File: src/rtl/snowbro2_dwnld_pkg.sv
// Shared types and helpers for the snowbro2 ROM download packer.
package snowbro2_dwnld_pkg;

  localparam int unsigned ADDR_W = 26;
  localparam int unsigned WADDR_W = 22;
  localparam int unsigned DATA_W = 16;

  localparam logic [1:0] MASK_LO   = 2'b10;
  localparam logic [1:0] MASK_HI   = 2'b01;
  localparam logic [1:0] MASK_WORD = 2'b00;

  typedef enum logic [0:0] {
    IDLE = 1'b0,
    WAIT = 1'b1
  } state_t;

  typedef struct packed {
    logic [1:0]         ba;
    logic [WADDR_W-1:0] addr;
    logic [DATA_W-1:0]  data;
    logic [1:0]         mask;
  } fifo_entry_t;

  // Map one download byte onto a bank, word address and byte lane.
  function automatic fifo_entry_t decode_byte(input logic [ADDR_W-1:0] addr,
                                              input logic [7:0]        din,
                                              input logic [ADDR_W-1:0] ba1,
                                              input logic [ADDR_W-1:0] ba2,
                                              input logic [ADDR_W-1:0] ba3);
    fifo_entry_t e;
    logic [WADDR_W:0] off;
    if (addr < ba1) begin
      e.ba = 2'd0;
      off  = (WADDR_W+1)'(addr);
    end else if (addr < ba2) begin
      e.ba = 2'd1;
      off  = (WADDR_W+1)'(addr - ba1);
    end else if (addr < ba3) begin
      e.ba = 2'd2;
      off  = (WADDR_W+1)'(addr - ba2);
    end else begin
      e.ba = 2'd3;
      off  = (WADDR_W+1)'(addr - ba3);
    end
    e.addr = off[WADDR_W:1];
    if (off[0]) begin
      e.data = {din, 8'h00};
      e.mask = MASK_HI;
    end else begin
      e.data = {8'h00, din};
      e.mask = MASK_LO;
    end
    return e;
  endfunction

endpackage

File: src/rtl/snowbro2_dwnld_fifo.sv
// Synchronous FIFO with simultaneous push/pop; caller must not push when full
// unless popping in the same cycle, and must not pop when empty.
module snowbro2_dwnld_fifo #(
  parameter int unsigned WIDTH = 42,
  parameter int unsigned DEPTH = 4
) (
  input  logic                     clk,
  input  logic                     rst,
  input  logic                     push,
  input  logic                     pop,
  input  logic [WIDTH-1:0]         wr_data,
  output logic [WIDTH-1:0]         rd_data_c,
  output logic                     full_c,
  output logic                     empty_c,
  output logic [$clog2(DEPTH):0]   count
);

  localparam int unsigned AW = $clog2(DEPTH);
  localparam int unsigned CW = AW + 1;

  logic [WIDTH-1:0] mem_q [DEPTH];
  logic [AW-1:0]    wr_ptr_q, wr_ptr_d;
  logic [AW-1:0]    rd_ptr_q, rd_ptr_d;
  logic [CW-1:0]    count_q, count_d;

  always_comb begin
    wr_ptr_d = wr_ptr_q;
    rd_ptr_d = rd_ptr_q;
    count_d  = count_q;
    if (push) wr_ptr_d = wr_ptr_q + AW'(1);
    if (pop)  rd_ptr_d = rd_ptr_q + AW'(1);
    case ({push, pop})
      2'b10:   count_d = count_q + CW'(1);
      2'b01:   count_d = count_q - CW'(1);
      default: count_d = count_q;
    endcase
  end

  always_ff @(posedge clk or posedge rst) begin
    if (rst) begin
      wr_ptr_q <= '0;
      rd_ptr_q <= '0;
      count_q  <= '0;
    end else begin
      wr_ptr_q <= wr_ptr_d;
      rd_ptr_q <= rd_ptr_d;
      count_q  <= count_d;
    end
  end

  // Storage needs no reset; occupancy is tracked by count_q.
  always_ff @(posedge clk) begin
    if (push) mem_q[wr_ptr_q] <= wr_data;
  end

  assign rd_data_c = mem_q[rd_ptr_q];
  assign full_c    = (count_q == CW'(DEPTH));
  assign empty_c   = (count_q == '0);
  assign count     = count_q;

endmodule

File: src/rtl/snowbro2_dwnld_packer.sv
// Byte-serial ROM download to SDRAM bank-write converter for snowbro2.
// Optional word packing of even/odd byte pairs: define SNOWBRO2_WORD_PACK_EN.
module snowbro2_dwnld_packer
  import snowbro2_dwnld_pkg::*;
#(
  parameter logic [25:0] BA1_START  = 26'h080000,
  parameter logic [25:0] BA2_START  = 26'h0A0000,
  parameter logic [25:0] BA3_START  = 26'h1A0000,
  parameter int unsigned FIFO_DEPTH = 4
) (
  input  logic        CLK,
  input  logic        RESET,
  input  logic        DOWNLOADING,
  input  logic [25:0] IOCTL_ADDR,
  input  logic [7:0]  IOCTL_DOUT,
  input  logic        IOCTL_WR,
  output logic [21:0] PROG_ADDR,
  output logic [15:0] PROG_DATA,
  output logic [1:0]  PROG_MASK,
  output logic [1:0]  PROG_BA,
  output logic        PROG_WE,
  input  logic        PROG_RDY,
  output logic        DWNLD_BUSY,
  output logic        OVERFLOW
);

  localparam int unsigned CW = $clog2(FIFO_DEPTH) + 1;

  fifo_entry_t   new_ent_c, push_ent_c, head_c;
  logic          wr_acc_c, dl_q, dl_rise_c;
  logic          push_req_c, push_ok_c, drop_c, pop_c;
  logic          full_c, empty_c;
  logic [CW-1:0] fifo_count;
  logic          pend_v_d;

  state_t        state_q, state_d;
  logic          we_q, we_d;
  logic [1:0]    ba_q, ba_d, mask_q, mask_d;
  logic [21:0]   addr_q, addr_d;
  logic [15:0]   data_q, data_d;
  logic          busy_q, busy_d, ovf_q, ovf_d;

  assign wr_acc_c  = IOCTL_WR & DOWNLOADING;
  assign dl_rise_c = DOWNLOADING & ~dl_q;
  assign new_ent_c = decode_byte(IOCTL_ADDR, IOCTL_DOUT, BA1_START, BA2_START, BA3_START);

`ifdef SNOWBRO2_WORD_PACK_EN
  fifo_entry_t pend_q, pend_d;
  logic        pend_v_q;
  logic        dl_fall_c;

  assign dl_fall_c = dl_q & ~DOWNLOADING;

  // Pending slot holds an even byte awaiting its partner, or an odd byte that
  // lost its turn to a flushed partner and must go out next cycle.
  always_comb begin
    pend_d     = pend_q;
    pend_v_d   = pend_v_q;
    push_req_c = 1'b0;
    push_ent_c = new_ent_c;
    if (wr_acc_c) begin
      if (pend_v_q && pend_q.mask == MASK_LO && new_ent_c.mask == MASK_HI &&
          pend_q.ba == new_ent_c.ba && pend_q.addr == new_ent_c.addr) begin
        push_req_c      = 1'b1;
        push_ent_c      = pend_q;
        push_ent_c.data = {new_ent_c.data[15:8], pend_q.data[7:0]};
        push_ent_c.mask = MASK_WORD;
        pend_v_d        = 1'b0;
      end else if (pend_v_q) begin
        push_req_c = 1'b1;
        push_ent_c = pend_q;
        pend_d     = new_ent_c;
      end else if (new_ent_c.mask == MASK_LO) begin
        pend_d   = new_ent_c;
        pend_v_d = 1'b1;
      end else begin
        push_req_c = 1'b1;
      end
    end else if (pend_v_q && (pend_q.mask == MASK_HI || dl_fall_c)) begin
      push_req_c = 1'b1;
      push_ent_c = pend_q;
      pend_v_d   = 1'b0;
    end
  end

  always_ff @(posedge CLK or posedge RESET) begin
    if (RESET) begin
      pend_q   <= '0;
      pend_v_q <= 1'b0;
    end else begin
      pend_q   <= pend_d;
      pend_v_q <= pend_v_d;
    end
  end
`else
  always_comb begin
    push_req_c = wr_acc_c;
    push_ent_c = new_ent_c;
    pend_v_d   = 1'b0;
  end
`endif

  // A pop in the same cycle frees the slot, so a full FIFO still accepts.
  assign push_ok_c = push_req_c & (~full_c | pop_c);
  assign drop_c    = push_req_c & full_c & ~pop_c;

  snowbro2_dwnld_fifo #(
    .WIDTH($bits(fifo_entry_t)),
    .DEPTH(FIFO_DEPTH)
  ) u_fifo (
    .clk      (CLK),
    .rst      (RESET),
    .push     (push_ok_c),
    .pop      (pop_c),
    .wr_data  (push_ent_c),
    .rd_data_c(head_c),
    .full_c   (full_c),
    .empty_c  (empty_c),
    .count    (fifo_count)
  );

  // Write FSM and output registers; busy looks at next-cycle occupancy.
  always_comb begin
    state_d = state_q;
    we_d    = we_q;
    ba_d    = ba_q;
    addr_d  = addr_q;
    data_d  = data_q;
    mask_d  = mask_q;
    pop_c   = 1'b0;
    case (state_q)
      IDLE: begin
        if (!empty_c) begin
          pop_c   = 1'b1;
          we_d    = 1'b1;
          ba_d    = head_c.ba;
          addr_d  = head_c.addr;
          data_d  = head_c.data;
          mask_d  = head_c.mask;
          state_d = WAIT;
        end
      end
      WAIT: begin
        if (PROG_RDY) begin
          we_d    = 1'b0;
          state_d = IDLE;
        end
      end
      default: state_d = IDLE;
    endcase
    busy_d = DOWNLOADING | pend_v_d | push_ok_c | (fifo_count > CW'(pop_c)) | we_d;
    ovf_d  = (dl_rise_c ? 1'b0 : ovf_q) | drop_c;
  end

  always_ff @(posedge CLK or posedge RESET) begin
    if (RESET) begin
      state_q <= IDLE;
      we_q    <= 1'b0;
      ba_q    <= 2'd0;
      addr_q  <= '0;
      data_q  <= '0;
      mask_q  <= 2'b11;
      busy_q  <= 1'b0;
      ovf_q   <= 1'b0;
      dl_q    <= 1'b0;
    end else begin
      state_q <= state_d;
      we_q    <= we_d;
      ba_q    <= ba_d;
      addr_q  <= addr_d;
      data_q  <= data_d;
      mask_q  <= mask_d;
      busy_q  <= busy_d;
      ovf_q   <= ovf_d;
      dl_q    <= DOWNLOADING;
    end
  end

  assign PROG_WE    = we_q;
  assign PROG_BA    = ba_q;
  assign PROG_ADDR  = addr_q;
  assign PROG_DATA  = data_q;
  assign PROG_MASK  = mask_q;
  assign DWNLD_BUSY = busy_q;
  assign OVERFLOW   = ovf_q;

endmodule
File: config.mk
export PLATFORM = sky130hd
export DESIGN_NAME = snowbro2_dwnld_packer
export DESIGN_NICKNAME = d
export VERILOG_FILES = /design/src/rtl/snowbro2_dwnld_pkg.sv /design/src/rtl/snowbro2_dwnld_fifo.sv /design/src/rtl/snowbro2_dwnld_packer.sv
export SDC_FILE = /design/constraint.sdc
export NUM_CORES = 1
export LEC_CHECK = 0
export ABC_AREA = 1
export CAP_MARGIN = 10
export CORE_ASPECT_RATIO = 1.25
export CORE_UTILIZATION = 45
export CTS_CLUSTER_SIZE = 30
export DETAILED_ROUTE_END_ITERATION = 10
export PLACE_DENSITY_LB_ADDON = 0.3
export SYNTH_ARGS = -nofsm -noshare
export SYNTH_HDL_FRONTEND = slang
export SYNTH_SLANG_ARGS = --single-unit
File: constraint.sdc
create_clock -name CLK -period 3.9 [get_ports CLK]
set_input_delay 1.17 -clock CLK [delete_from_list [all_inputs] [get_ports CLK]]
set_output_delay 1.17 -clock CLK [all_outputs]
set_load 0.03 [all_outputs]
# --- Yosys cells after proc, flatten, opt, wreduce, memory -nomap -nowiden ---
# Memory sizes are Yosys's and may differ from the RTL's. A register that Yosys moved wholly into a read port is not among the register bits.
# Cells that the tools add are included.
totals:
  ff_bits: 12
  mem_bits_rw: 168
  output_inout_bits: 45
  word_cells: 59
  memories: 1
op_classes:
  addsub: 7
  magnitude_cmp: 4
  n_eq_ne: 3
  mux: 18
  n_bitwise: 15
  reduce_logical: 3
memory_table:
  columns: ["memory", "words", "word_bits", "read_ports", "rd_ports_with_merged_regs", "write_ports", "line", "source"]
  rows:
  - ["u_fifo.mem_q", 4, 42, 1, 1, 1, "snowbro2_dwnld_fifo.sv:21", "logic [WIDTH-1:0] mem_q [DEPTH];"]
op_table:
  columns: ["operator", "count"]
  rows:
  - ["23-bit two-way mux", 3]
  - ["26-bit by 20-bit less-than comparator with 1-bit output, second input constant", 2]
  - ["23-bit by 20-bit subtractor with 23-bit output, second input constant", 2]
  - ["26-bit by 21-bit less-than comparator with 1-bit output, second input constant", 1]
  - ["23-bit by 21-bit subtractor with 23-bit output, second input constant", 1]
  - ["18-bit two-way mux", 1]
  - ["1-bit two-way mux", 9]
  - ["3-bit case mux with 2 select lines", 1]
  - ["1-bit AND", 5]
  - ["1-bit NOT", 5]
  - ["1-bit OR", 5]
  - ["2-bit by 1-bit adder with 2-bit output, second input constant", 2]
  - ["2-bit two-way mux", 2]
  - ["1-bit case mux with 2 select lines", 2]
  - ["3-bit by 1-bit adder with 3-bit output, second input constant", 1]
  - ["3-bit equality test, second input constant", 1]
  - ["3-bit by 1-bit > comparator with 1-bit output", 1]
  - ["3-bit logical NOT", 1]
  - ["3-bit by 1-bit subtractor with 3-bit output, second input constant", 1]
  - ["2-bit by 1-bit equality test with 1-bit output, second input constant", 1]
  - ["2-bit equality test, second input constant", 1]
  - ["2-bit AND reduction", 1]
  - ["2-bit nonzero test", 1]

# --- Depth between registers and ports, before layout ---
# Gate-level depths: netlist (run 1).
depth:
  ltp_word: 8
  depth_mapped: 10
  mapped_depth_nobuf: 10

# --- Cells and area by module ---
# From an unflattened synthesis (run 1), not the netlist that was laid out.
hier_totals:
  cells_unflattened: 830
  area_unflattened_um2: 9401.5
by_module_without_submodules:
  columns: ["mod", "n_inst", "cells_each", "area_per_inst_um2", "seq_area_each_um2"]
  rows:
  - ["snowbro2_dwnld_fifo", 1, 540, 7161.9, 5220.0]
  - ["snowbro2_dwnld_packer", 1, 290, 2239.6, 1178.6]

# --- Worst setup path after synthesis (run 1) ---
# Ideal clock, no wire load.
synth_path:
  kind: "input port to flip-flop"
  from: "input DOWNLOADING"
  to: "memory u_fifo.mem_q[0][0] (enable)"
  setup_time_ps: 442
  arrival_ps: 3228
  t_required_ps: 3458
  setup_slack_ps: 231
  cell_stages: 4
  n_path_buf: 0
  cell_sequence: "nand2_1 -> inv_1 -> nand2_1 -> nor2_1"
synth_between:
  elab_chain_cells: 4
synth_rtl:
  columns: ["item", "line", "source"]
  rows:
  - ["start, declared", "snowbro2_dwnld_packer.sv:13", "input logic DOWNLOADING,"]
  - ["1-bit AND", "snowbro2_dwnld_packer.sv:43", "assign wr_acc_c = IOCTL_WR & DOWNLOADING;"]
  - ["1-bit AND", "snowbro2_dwnld_packer.sv:104", "assign push_ok_c = push_req_c & (~full_c | pop_c);"]
  - ["1-bit two-way mux", "snowbro2_dwnld_fifo.sv:53", "if (push) mem_q[wr_ptr_q] <= wr_data;"]
  - ["1-bit two-way mux (not written as such)", "snowbro2_dwnld_fifo.sv:53", null]
  - ["end, declared", "snowbro2_dwnld_fifo.sv:21", null]
# No other way between the ends.

==> summary by stage, run 1 <==
Setup path
The worst-path maximum fanout is 5. The capturing element type of the critical path is a register. On the worst path, the slowest cell contributes a delay of around 0.55 ns. The data arrival time of the critical path is ~3.2 ns. For the worst flop-to-flop path, the logic depth is 5. Data on the critical path is required at its endpoint by 4.18 ns. The signal on the critical path passes through clkdlybuf4s50_1 -> inv_1 -> a21oi_2 -> inv_1 -> o21a_1 -> ha_1 -> nand3_1 -> nand2_1 -> xor2_1 -> nand2_1 -> a21oi_1. In this run the register-to-register setup slack is around 1.8 ns.

The endpoint identified for the worst register-to-register timing path is PROG_DATA[3]. In this run the critical register-to-register path is launched from u_fifo.rd_ptr_q[1]. The worst setup path is launched from an input port.

The cell at the slowest stage of the critical path is sky130_fd_sc_hd__clkdlybuf4s50_1. The critical path class is input port to register.

Synthesis
Sequential cells were found to cover between 70% and 80% of the synthesized design area. Counting every instance in the synthesized netlist gives between 700 and 800. The synthesized net count is between 700 and 800.

The number of different library cells in the post-synthesis netlist is 27. The number of enable-type register cells in the synthesized netlist is 168. Yosys printed 0 warnings.

The fraction of synthesis flops using an asynchronous set or reset pin is roughly 24%. Averaged over all synthesized cells, the footprint is between 10 and 15 um^2. Among all flip-flop cells after synthesis, the most frequent one is sky130_fd_sc_hd__edfxtp_1. Counting flops and latches in the post-synthesis netlist gives roughly 220. Summing every instance area after synthesis gives between 8000 and 9000 um^2.

Place
Summing all placed instances gives a cell area of just under 10000 um^2. The half-perimeter wire length of the detailed placement result is 10200 um. Routability-driven placement finished with a final weighted congestion of 0.730. Input and output buffers added on the ports amount to 83. The number of cells in the design after placement is between 1000 and 1500. The worst setup timing slack at the placement stage is approximately 0.53 ns.

Finish
The post-layout instance count excluding filler cells is around 1100. Of the cells placed in the final design, the portion with a size suffix greater than 1 is slightly below 7%. The number of diodes added for antenna fixing is 0. After the last flow step, the layout net total stands at a little under 900. The register area is ~6400 um^2.

Fill cells in the final layout number 1550. The area growth from synthesis to layout is 19.6%. The area of combinational cells with multiple inputs is a little over 2000 um^2. With fillers left out, the area of the finished cells amounts to 10500 um^2.

Clocking
Clock-pin slew was measured on the worst setup and hold paths at about 0.060 ns. CTS built an H-tree with a depth of 1. In this run, post-CTS repair resized a total of 0 instances. The cell sitting at the root of the clock tree is a sky130_fd_sc_hd__clkbuf_16. The clock tree buffer depth is 3. In this run the post-CTS setup repair buffer count came out at 0. The clock tree from TritonCTS is done. The clock drives 222 sinks.

The clock latency reported for the late side of the worst-skew pair is between 0.4 and 0.5 ns. The number of clock buffers inserted by TritonCTS is 21. The number of buffers inserted for hold repair after clock tree synthesis is 0.

STA
Setup total negative slack on the finished layout was measured at 0 ns. The routed design could run at a clock period as short as just under 3 ns. The worst setup margin is about 0.95 ns. Headroom to the max-slew limit came out at around 36%. The actual transition at the worst max-transition pin is between 0.9 and 1 ns. Setup repair after global routing left no endpoint under its margin. The number of failing setup endpoints in the final timing report is 0.

The worst hold margin is between 0.5 and 0.6 ns. The worst path uses between 70% and 80% of the clock period. The worst clock skew on the final layout is between 0.007 and 0.008 ns. The number of endpoints with negative hold slack in the final report came to 0. The count of final max-slew check failures came to 0. Static timing analysis puts the maximum clock frequency at 339 MHz.

Floorplanning
The overall die height is between 150 and 200 um. The effective utilization at floorplan is around 46%. The number of core rows is 56. The die boundary width is between 100 and 150 um. The core area is roughly 19000 um^2. 84 I/O pins were placed. The die covers between 20000 and 25000 um^2.

Global route
Global routing consumed, over all layers together, a little under a fifth of the routing resources. Entering global routing, the biggest net connects 86 pins. The number of antenna violations at the first check in global routing is 0. The global-route wire length before repair is ~28000 um. After global routing the overflow that remains totals 0. The via count of the first global-routing pass is 5456.

Detailed routing
The number of routed nets with antenna violations is 0. After detailed routing, the average wire length per cell comes to 16.5 um. For this block, the initial DRC count from the detailed router was 371. For this run, design rule violations remaining after detail routing come to 0. The first detailed-routing pass ran for 4 iterations. The routed design has 17500 um of wire. The post-detailed-route via-to-cell ratio is ~5.1. For this block, the via count after detailed routing is between 5000 and 6000.

Run status
The flow ran to the end, and the final reports show no timing, DRC or antenna violations.

Power
The power per standard cell area is between 700 and 800 nW/um^2. Across the VDD grid, the largest voltage drop is ~440 uV. In this run the static leakage power is between 3 and 4 nW.

Min path
Along the worst hold path, the cell count comes to 1. In this run the most critical hold path is launched from u_fifo.count[0]. The path with the worst hold slack has its endpoint at u_fifo.count[0]. The worst min-delay path category is register to register.

Job
Max-cap violations in this run came to 0.
area by class of cell:
cell class                      instances  area share, %
Tap cell                              232           2.77
Clock inverter                          8          0.620
Clock buffer                           28           5.45
Inverter                               46           1.65
Multi-Input combinational cell        431           19.4
Sequential cell                       222           61.0
Timing Repair Buffer                   96           9.09
cells in the mapped netlist, types with 3 or more instances:
cell type	n	area [um^2]
sky130_fd_sc_hd__buf_2	15	75.1
sky130_fd_sc_hd__ha_1	8	100
sky130_fd_sc_hd__a21oi_1	6	30.0
sky130_fd_sc_hd__dfrtp_1	52	1300
sky130_fd_sc_hd__nor2_1	236	886
sky130_fd_sc_hd__clkbuf_1	14	52.6
sky130_fd_sc_hd__nand3_1	6	30.0
sky130_fd_sc_hd__edfxtp_1	168	5040
sky130_fd_sc_hd__xor2_1	5	43.8
sky130_fd_sc_hd__inv_2	3	11.3
sky130_fd_sc_hd__inv_1	43	161
sky130_fd_sc_hd__o21ai_0	78	390
sky130_fd_sc_hd__buf_4	8	60.1
sky130_fd_sc_hd__nand2_1	29	109
sky130_fd_sc_hd__o21ai_1	11	55.1
sky130_fd_sc_hd__a31oi_1	42	263
worst max-delay path, delay by kind of cell:
family	cells	cell delay [ns]
buffers and inverters	3	0.74
AOI/OAI and AO/OA	3	0.65
adders and majority gates	1	0.31
and+or+nand+nor	3	0.22
xor gates and xnor gates	1	0.14
metrics by stage:
| stage | util, % | total power [W] |
|---|---|---|
| after global routing | 55.4 | 0.00860 |
| final | 55.4 | 0.00807 |
| after CTS | 55.4 | 0.00817 |
| after floorplan | - | 0.00528 |
| after detailed placement | 52.1 | 0.00628 |
| after global placement | 52.1 | 0.00622 |
cells by family after synthesis:
kind of cell | count (synthesis) | share of synthesized area, %
AND/OR/NAND/NOR | 275 | 12.0
flip-flops | 222 | 73.0
AO/OA/AOI/OAI | 142 | 8.97
buffers and inverters | 85 | 4.22
adder cells (fa/ha/maj) | 9 | 1.37
XOR/XNOR | 5 | 0.499
sequential cells by signal, summed over array words and instances (netlist names):
| name | flops |
|---|---|
| u_fifo.rd_ptr_q | 2 |
| u_fifo.mem_q | 168 |
| PROG_DATA | 16 |
| PROG_BA | 2 |
| OVERFLOW | 1 |
| dl_q | 1 |
| state_q | 1 |
| PROG_ADDR | 22 |
| PROG_WE | 1 |
| u_fifo.wr_ptr_q | 2 |
| PROG_MASK | 2 |
| u_fifo.count | 3 |
| DWNLD_BUSY | 1 |
per-layer routing:
layer | share of wire (%) | vias to the layer above | wire length (um) | global-route usage, %
met3 | 3.4 | 34 | 587 | 2.20
li1 | - | 2684 | - | -
met2 | 52 | 117 | 9160 | 33.8
met5 | 0 | - | 0 | 0
met4 | 2.5 | 0 | 432 | 6.46
met1 | 42 | 2630 | 7310 | 21.9
report_power, final:
part	switching, W	leakage, nW	internal [W]	total (W)
Clock	0.000802	0.312	0.00109	0.00190
Sequential	0.000226	2.14	0.00305	0.00327
Combinational	0.00188	1.42	0.00102	0.00290
worst max path at each step:
| stage | startpoint | slack, ns | end |
|---|---|---|---|
| 6_report | IOCTL_ADDR[19] | 0.95 | u_fifo.mem_q[0][38] |
| 3_5_place_dp | IOCTL_ADDR[19] | 0.53 | u_fifo.mem_q[3][38] |
| 5_1_grt | IOCTL_ADDR[19] | 0.84 | u_fifo.mem_q[3][38] |
| 3_3_place_gp | IOCTL_ADDR[19] | 0.58 | u_fifo.mem_q[1][38] |
| 4_1_cts | IOCTL_ADDR[19] | 0.99 | u_fifo.mem_q[3][38] |
| 2_1_floorplan | DOWNLOADING | 0.23 | u_fifo.mem_q[0][0] |
placed cells by master (no fill, tap or decap), drive strengths merged, types with 2 or more instances in the layout:
cell type | synthesis | layout
clkbuf | 16 | 28
a31oi | 42 | 42
inv | 46 | 46
edfxtp | 168 | 168
nor2 | 237 | 237
nand2 | 29 | 29
dfstp | 2 | 2
o21ai | 89 | 89
a21oi | 8 | 8
clkdlybuf4s50 | 0 | 83
nand3 | 6 | 6
buf | 23 | 13
nand4 | 2 | 2
xor2 | 5 | 5
clkinv | 0 | 6
dfrtp | 52 | 52
ha | 8 | 8
Note: power is estimated with default switching activity, not from simulation.
==> inputs of run 2 (changes only) <==
Clock period 3.9 ns to 2.65 ns, I/O delays scaled along.
==> run 2 against run 1 <==
Non-clock buffer count grew 16. Total power grew 55%. Utilization grew 1.8 points. Clock skew grew 0.013 ns. Register-to-register slack lost 0.95 ns. Critical endpoint is now PROG_MASK[0]. Largest cell class unchanged.
==> summary by stage, run 2 (synthesis gave the netlist of run 1 again) <==
Detailed routing
The routed length per instance is around 17 um. The detailed router finished its first iteration with around 380 violations. In the routed layout, each cell is associated on average with a via count of between 5 and 6. The length of the first detailed-routing pass in iterations is 4. The number of routed nets with antenna violations is 0. The routed layout has between 5000 and 6000 vias. The total wire length is 18400 um. For this run, design rule violations remaining after detail routing come to 0.

Finish
The most flop-heavy register is u_fifo.mem_q. The post-layout instance count excluding filler cells is approximately 1100. The final design area excluding fillers is between 10000 and 15000 um^2. The net count of the finished layout is 883. The top cell types in the final layout, fill and taps aside, are 232 x sky130_fd_sc_hd__nor2_1, 168 x sky130_fd_sc_hd__edfxtp_1, 83 x sky130_fd_sc_hd__clkdlybuf4s50_1.

The register with the most flip-flops in the layout has roughly 170 of them. The post-route netlist has around a tenth of its cells at a drive strength greater than 1. The number of antenna diodes in the final layout is 0.

Leaving out fill and tap cells, the most frequent cell in the layout is sky130_fd_sc_hd__nor2_1. The area growth from synthesis to layout is 23.3%.

Run status
The run finished with clean final reports.

Setup path
The capturing element type of the critical path is an output port. The worst-path maximum fanout is 2. The nature of the critical path startpoint is a register.

The largest single stage delay on the critical path is 0.67 ns. The number of buffers and inverters on the critical path is 1. The slowest stage of the critical path belongs to the cell sky130_fd_sc_hd__clkdlybuf4s50_1. The required time at the worst-slack endpoint is between 1.5 and 2 ns. The family with the most delay on the worst path is buffers and inverters. Traced cell by cell, the critical path runs through clkdlybuf4s50_1. The setup path with the least slack is of type register to output port. The data arrival time of the critical path is approximately 1.7 ns.

Power
The logic gate share of total power is between 30% and 40%. The portion of total power attributed to the clock network is 26.0%. In this run switching power makes up a little over a third of total power. Internal power comes to between 0.008 and 0.009 W. The completed layout was analyzed and its total power is between 0.01 and 0.015 W. Per report_power, the sequential group accounts for just under 40% of the total. The reported net switching power is 0.00447 W. The cell leakage power is just over 4 nW. The worst-case IR drop observed on VDD is 667 uV. The power per standard cell area is roughly 1200 nW/um^2.

Global route
The via count of the first global-routing pass came to slightly below 6000. The number of antenna violations at the first check in global routing is 0. In the global route stage, overall resource usage came out at about a fifth. Entering global routing, the biggest net connects 88 pins. The global-route wire length before repair is 29200 um.

The residual overflow from global routing is 0.

STA
Headroom to the max-slew limit came out at 37.8%. The clock period minus worst slack is around 2.5 ns. The setup TNS after final layout is 0 ns.

Setup violations remaining at the end of the flow were counted as 0. The worst path uses between 90% and 100% of the clock period. At the pin with the least slew margin, the transition time is approximately 0.93 ns. The worst setup margin is 0.114 ns. The achievable clock frequency is between 300 and 400 MHz.

The number of endpoints with negative hold slack in the final report is 0. The count of final max-slew check failures is 0. Setup repair after global routing left no endpoint under its margin. The worst clock skew on the final layout is 0.0200 ns.

Clocking
At the later pin of the worst-skew pair, clock insertion delay measures ~0.50 ns. The quantity of gates resized following cts is 0. The number of clock buffers inserted by TritonCTS is 22.

After clock tree synthesis, the flow added hold-fix buffers numbering 0. The H-tree level count is 1. The number of clock sinks is 222. The number of post-CTS setup repair buffers is 0. The clock input transition at the sequential cells of the worst setup and hold paths is 0.07 ns. The CTS root buffer is sky130_fd_sc_hd__clkbuf_16. The clock tree from TritonCTS is done.

The clock tree buffer depth is 3.

Place
Prior to clock tree synthesis, the placed netlist has a worst setup slack of -0.137 ns. In this run the tool buffered the top-level ports with 83 buffer cells. The half-perimeter wire length of the detailed placement result is around 11000 um. At the end of routability-driven placement, the weighted congestion stood at slightly below 0.8. The placed instances occupy a cell area of 10000 um^2. The number of cells in the design after placement is between 1000 and 1500.

Min path
The tightest min-delay check is of the register to register type.

Floorplanning
The effective utilization at floorplan is between 40% and 50%. The die boundary width is 127 um. 84 I/O pins were placed. The core area is 18900 um^2. The overall die height is 158 um. The initialized floorplan defines 56 standard-cell rows. The die area is around 20000 um^2.

Job
The total of max-cap violations is 0.
## run 2: changes by cell type in the layout (fill, tap and decap cells not counted), sizes merged
cell,change
buf,+16
clkbuf,-3
bufinv,+2
clkinv,+2
clkinvlp,+2
inv,+1
## run 2: final cells by class
type	instances	area, um^2
clock buffer	25	614
fill	1549	8100
inverter	46	173
multi-input combinational	431	2030
tap	232	290
clock inverter	15	159
sequential	222	6400
timing repair buffer	112	1150
## run 2: tightest hold or removal path, delay by kind of cell, from the launching register on
family | cells | cell delay (ns)
flip-flops | 1 | 0.34
AO/OA/AOI/OAI | 1 | 0.09
buffers and inverters | 1 | 0.05
## run 2: power by group through the flow
stage	sequential [W]	clock [W]	combinational [W]
after floorplan	0.00548	0	0.00230
after global placement	0.00488	0	0.00438
after detailed placement	0.00489	0	0.00447
after CTS	0.00483	0.00331	0.00449
after global routing	0.00488	0.00345	0.00491
final	0.00482	0.00325	0.00443
## run 2: path summary, 6_finish.rpt
check,slack [ns],cells after the start,to,startpoint
max in group asynchronous,1.67,3,PROG_MASK[1],RESET
hold reg to reg,0.51,2,PROG_WE,PROG_WE
setup reg to reg,0.87,5,PROG_DATA[8],u_fifo.rd_ptr_q[0]
setup / recovery,0.11,1,PROG_MASK[0],PROG_MASK[0]
min in group asynchronous,0.67,3,PROG_WE,RESET
hold / removal,0.51,2,PROG_WE,PROG_WE
## run 2: per-layer routing
layer | up-vias | part of all wire, % | global-route usage [%] | wire length [um]
met5 | - | 0 | 0 | 0
met4 | 0 | 2.6 | 7.77 | 472
met3 | 32 | 4.0 | 2.33 | 739
met2 | 138 | 53 | 35.1 | 9740
met1 | 2743 | 40 | 21.6 | 7410
li1 | 2731 | - | - | -
## run 2: through the flow
stage / util (%) / hold WS [ns]
5_1_grt: 57.2 / 0.531
4_1_cts: 57.2 / 0.513
3_3_place_gp: 53.1 / 0.489
6_report: 57.2 / 0.507
2_1_floorplan: - / 0.452
3_5_place_dp: 53.1 / 0.497
